===== src/rtl/div_issue_ctrl.sv =====
// div_issue_ctrl: execute-stage sequencer that sits in front of the multicycle divider.
// It latches a divide request, pulses the divider start, holds the operands stable,
// stalls the pipeline, and captures the first valid divider result for writeback.
//
// Build option: DIV_TIMEOUT_EN adds a WAIT-state watchdog that forces a faulted
// completion after TIMEOUT_CYCLES cycles without div_rdy. Without it, timeout is tied 0.
//
// Ports:
//   clk, reset_n             clock, synchronous active-low reset
//   start, dividend_in,
//   divisor_in, rd_in        divide request from the pipeline
//   flush                    kill the in-flight op
//   busy                     pipeline stall request
//   ctrl_div, div_A, div_B   divider start pulse and held operands
//   div_rdy, div_exc,
//   div_result               divider handshake and result
//   done, result, exception,
//   rd_out, timeout          writeback pulse and latched completion data
module div_issue_ctrl #(
  parameter int unsigned WIDTH          = 32,
  parameter int unsigned REG_BITS       = 5,
  parameter int unsigned TIMEOUT_CYCLES = 40
) (
  input  logic                clk,
  input  logic                reset_n,
  input  logic                start,
  input  logic [WIDTH-1:0]    dividend_in,
  input  logic [WIDTH-1:0]    divisor_in,
  input  logic [REG_BITS-1:0] rd_in,
  input  logic                flush,
  output logic                busy,
  output logic                ctrl_div,
  output logic [WIDTH-1:0]    div_A,
  output logic [WIDTH-1:0]    div_B,
  input  logic                div_rdy,
  input  logic                div_exc,
  input  logic [WIDTH-1:0]    div_result,
  output logic                done,
  output logic [WIDTH-1:0]    result,
  output logic                exception,
  output logic [REG_BITS-1:0] rd_out,
  output logic                timeout
);

  typedef enum logic [1:0] {
    S_IDLE  = 2'd0,
    S_ISSUE = 2'd1,
    S_WAIT  = 2'd2,
    S_DONE  = 2'd3
  } state_t;

  // A zero watchdog limit would make WAIT meaningless.
  if (TIMEOUT_CYCLES == 0) begin : g_bad_timeout
    $error("div_issue_ctrl: TIMEOUT_CYCLES must be at least 1");
  end

  state_t                r_state;
  state_t                w_next;
  logic                  w_accept;
  logic                  w_capture;
  logic                  w_expire;
  logic [WIDTH-1:0]      r_div_a;
  logic [WIDTH-1:0]      r_div_b;
  logic [REG_BITS-1:0]   r_rd;
  logic [WIDTH-1:0]      r_result;
  logic                  r_exc;
  logic [REG_BITS-1:0]   r_rd_out;

`ifdef DIV_TIMEOUT_EN
  localparam int unsigned CNT_W = $clog2(TIMEOUT_CYCLES + 1);
  logic [CNT_W-1:0]      r_wait_cnt;
  logic                  r_timeout;
`endif

  // New requests are taken only when the pipeline is not stalled; flush always wins.
  assign w_accept  = start && !flush && ((r_state == S_IDLE) || (r_state == S_DONE));
  // Only the first rdy in WAIT counts; rdy during ISSUE is stale from the previous run.
  assign w_capture = (r_state == S_WAIT) && !flush && div_rdy;

`ifdef DIV_TIMEOUT_EN
  assign w_expire = (r_state == S_WAIT) && !flush && !div_rdy &&
                    (r_wait_cnt == CNT_W'(TIMEOUT_CYCLES - 1));
`else
  assign w_expire = 1'b0;
`endif

  // State register.
  always_ff @(posedge clk) begin
    if (!reset_n) begin
      r_state <= S_IDLE;
    end else begin
      r_state <= w_next;
    end
  end

  // Next-state logic.
  always_comb begin
    w_next = r_state;
    case (r_state)
      S_IDLE: begin
        if (w_accept) w_next = S_ISSUE;
      end
      S_ISSUE: begin
        w_next = flush ? S_IDLE : S_WAIT;
      end
      S_WAIT: begin
        if (flush)                      w_next = S_IDLE;
        else if (w_capture || w_expire) w_next = S_DONE;
      end
      S_DONE: begin
        w_next = w_accept ? S_ISSUE : S_IDLE;
      end
      default: w_next = S_IDLE;
    endcase
  end

  // Control outputs decoded from the state register.
  always_comb begin
    busy     = 1'b0;
    ctrl_div = 1'b0;
    done     = 1'b0;
    case (r_state)
      S_ISSUE: begin
        busy     = 1'b1;
        ctrl_div = 1'b1;
      end
      S_WAIT:  busy = 1'b1;
      S_DONE:  done = 1'b1;
      default: ;
    endcase
  end

  // Operand latch and writeback capture.
  always_ff @(posedge clk) begin
    if (!reset_n) begin
      r_div_a  <= '0;
      r_div_b  <= '0;
      r_rd     <= '0;
      r_result <= '0;
      r_exc    <= 1'b0;
      r_rd_out <= '0;
    end else begin
      if (w_accept) begin
        r_div_a <= dividend_in;
        r_div_b <= divisor_in;
        r_rd    <= rd_in;
      end
      if (w_capture) begin
        r_result <= div_result;
        r_exc    <= div_exc;
        r_rd_out <= r_rd;
      end else if (w_expire) begin
        r_result <= '0;
        r_exc    <= 1'b1;
        r_rd_out <= r_rd;
      end
    end
  end

`ifdef DIV_TIMEOUT_EN
  // Watchdog: cleared outside WAIT, so it restarts from 0 on every WAIT entry.
  always_ff @(posedge clk) begin
    if (!reset_n) begin
      r_wait_cnt <= '0;
      r_timeout  <= 1'b0;
    end else begin
      if (r_state != S_WAIT) r_wait_cnt <= '0;
      else                   r_wait_cnt <= r_wait_cnt + CNT_W'(1);
      if (w_capture)     r_timeout <= 1'b0;
      else if (w_expire) r_timeout <= 1'b1;
    end
  end
  assign timeout = r_timeout;
`else
  assign timeout = 1'b0;
`endif

  assign div_A     = r_div_a;
  assign div_B     = r_div_b;
  assign result    = r_result;
  assign exception = r_exc;
  assign rd_out    = r_rd_out;

endmodule


===== config.mk =====
export PLATFORM = sky130hd
export DESIGN_NAME = div_issue_ctrl
export DESIGN_NICKNAME = d
export VERILOG_FILES = /design/src/rtl/div_issue_ctrl.sv
export SDC_FILE = /design/constraint.sdc
export NUM_CORES = 1
export LEC_CHECK = 0
export BUFFER_PORTS_ARGS = -buffer_cell sky130_fd_sc_hd__buf_4
export CORE_ASPECT_RATIO = 0.75
export CORE_MARGIN = 4
export CORE_UTILIZATION = 40
export DETAILED_ROUTE_END_ITERATION = 8
export HOLD_SLACK_MARGIN = 0.03
export PLACE_DENSITY = 0.73
export SLEW_MARGIN = 20
export SYNTH_ARGS = -nofsm -noshare
export SYNTH_HDL_FRONTEND = slang
export SYNTH_SLANG_ARGS = --single-unit

===== constraint.sdc =====
create_clock -name clk -period 2.1 [get_ports clk]
set_clock_uncertainty 0.1 [all_clocks]
set_input_delay 0.21 -clock clk [delete_from_list [all_inputs] [get_ports clk]]
set_output_delay 0.21 -clock clk [all_outputs]
set_load 0.02 [all_outputs]

==> impl_results.md <==
- I/O pin count: 213
- Final setup margin: 0.146 ns
- Hold WC Path Type: in2reg
- Vias per cell: 4.68
- Crit-path max FO: 19
- Syn_area_per_cell: 8.51 sq um
- Mapped Nets: 599
- Max-cap violation count: 0
- Clock Root Buffer: clkbuf_16
- Crit path launch type: flop
- Initial antenna violation count: 0
- Synthesized area: 4150 sq um
- Layout area overhead: 65.5%
- Req. time, crit path: 2.21 ns
- CTS tree: done
- Clock Tree Buf Depth: 2
- PwrDens: 663 nW/um^2
- WP data arrival: 2.07 ns
- Clock-pin slew on the worst setup and hold paths: 0.07 ns
- Drt drc: 0
- Status: finished, final reports clean
- Fill cells: 795
- Die Span Y: 96.2 um
- RSZ-0062 raised after global routing: no
- Largest net degree at the start of global routing: 56
- Core area: 9890 sq um
- Synth Instances: 488
- Final Cycle Share: 93.1%
- #FFs+latches synth: 109
- Leakage: 2.94 nW
- Total CTS buffers: 9
- Diodes inserted: 0
- Min Clock Period, post-route: 1.95 ns
- HPWL Detailed: 8270 um
- Vias: 4188
- Gpl congestion: 0.789
- First-pass GRT wire length: 20200 um
- Element type at the critical path end: flop
- Hold violation count in the final report: 0
- Die Width: 126 um
- Number of global-route vias before repair: 4256
- Synth cell types: 23
- Die area: 12100 sq um
- NumNets Final: 869
- Worst VDD drop: 0.479 mV
- Initial Utilization: 42.0%
- Clock Sinks: 109
- Wire per inst: 14.3 um
- Rows: 31
- Sequential-to-total area share from yosys stat: 52.5%
- Fmax: 0.512 GHz
- Drt initial violations: 183
- Final TNS setup: 0 ns
- Gr usage total: 20.6%
- Pre-CTS setup slack: 0.135 ns
- Setup bufs post-CTS: 0
- Synth warnings: 0
- CP Class: reg2reg
- Detail Route Antenna Nets: 0
- Placed Area: 5810 sq um
- Slew Viols, Final: 0
- Post-Route WL: 12800 um
- Setup Viol. Count Final: 0
- Clock Latency Late Sink: 0.34 ns
- GR Overflow Total: 0
- Share of cells above drive strength 1: 31.0%
- Drt first pass iters: 5
- H-Tree Depth: 3
- Final design area excluding fillers: 6870 sq um
- Buffers on Ports: 211
-- where the power goes --
part | switching [W] | internal, W
Sequential | 0.0000442 | 0.00214
Combinational | 0.000338 | 0.000408
Clock | 0.000722 | 0.000901
-- flip-flops by register name, indices dropped and copies added (netlist names) --
register and count:
div_A 32, result 32, div_B 32, exception 1, rd_out 5, r_rd 5
r_state 2
-- timing repair --
item	in CTS	in global routing
endpoints found under the setup margin	0	5
resized for setup	0	2
hold buffers	77	0
hold endpoints to repair	77	0
-- worst max-delay path, cell delays in order (launching register included) --
cell and delay, ns:
dfxtp_1 0.38, inv_1 0.08, ha_1 0.33, or3b_2 0.53, buf_4 0.23, nand2_1 0.08
a21boi_0 0.09
-- cell families (layout without fill, tap and decap cells) --
group,Yosys count,after routing,share of synthesized area [%]
compound gates,111,111,20.1
other cells,1,1,0.0903
mux,1,1,0.241
fa+ha+maj,4,4,1.21
simple gates,222,222,20.9
buf+inv,40,314,4.88
flops,109,109,52.5
-- stage by stage --
step / instances / utilization [%] / total power, W / hold WS [ns]
2_1_floorplan: 488 / - / 0.00253 / 0.245
3_3_place_gp: 802 / 58.7 / 0.00285 / 0.344
3_5_place_dp: 802 / 58.7 / 0.00286 / 0.348
4_1_cts: 894 / 69.4 / 0.00460 / 0.0319
5_1_grt: 894 / 69.5 / 0.00474 / 0.0352
6_report: 894 / 69.5 / 0.00456 / 0.0382
-- placed cells by master, fill, tap and decap left out, types with 2 or more instances in the layout --
| cell | n |
|---|---|
| nand2_1 | 215 |
| clkbuf_16 | 9 |
| a21boi_0 | 97 |
| ha_1 | 4 |
| buf_12 | 3 |
| dlygate4sd3_1 | 77 |
| buf_4 | 215 |
| clkinv_4 | 2 |
| inv_1 | 3 |
| clkbuf_8 | 3 |
| dfxtp_1 | 108 |
| a21boi_1 | 10 |
-- cells in the mapped netlist (all sizes together) --
cell    count  share of area (%)
a21boi    107                 19
a21oi       1               0.12
a221o       1               0.24
and3b       1               0.21
buf        23                3.3
clkbuf     14                1.3
conb        1              0.090
dfxtp     109                 53
ha          4                1.2
inv         3               0.27
mux2i       1               0.24
nand2     215                 19
nand2b      1               0.15
nand3b      1               0.18
nor2        1              0.090
nor3b       2               0.63
o211a       1               0.24
o211ai      1               0.18
or3b        1               0.21
-- layer usage --
layer / routed length (um) / GRT usage, %
met4: 359 / 7.49
met1: 5030 / 22.9
met2: 6490 / 37.9
met5: 0 / 0
met3: 923 / 6.27
-- layout make-up --
cell class | count | area, sq um | share of cell area (%)
Timing Repair Buffer | 296 | 2460 | 35.7
Multi-Input combinational cell | 339 | 1770 | 25.7
Tap cell | 132 | 165 | 2.40
Sequential cell | 109 | 2180 | 31.8
Inverter | 3 | 11.3 | 0.164
Clock inverter | 2 | 17.5 | 0.255
Clock buffer | 13 | 270 | 3.93
-- final timing paths --
check,cells after the start,from,end,slack [ns]
worst min register to register,2,div_A[7],div_A[7],0.36
worst min-delay path,3,divisor_in[24],div_B[24],0.04
worst max-delay path,6,r_state[1],div_A[18],0.15
worst max register to register,6,r_state[1],div_A[18],0.15
Power figures use the tool's default switching activity.
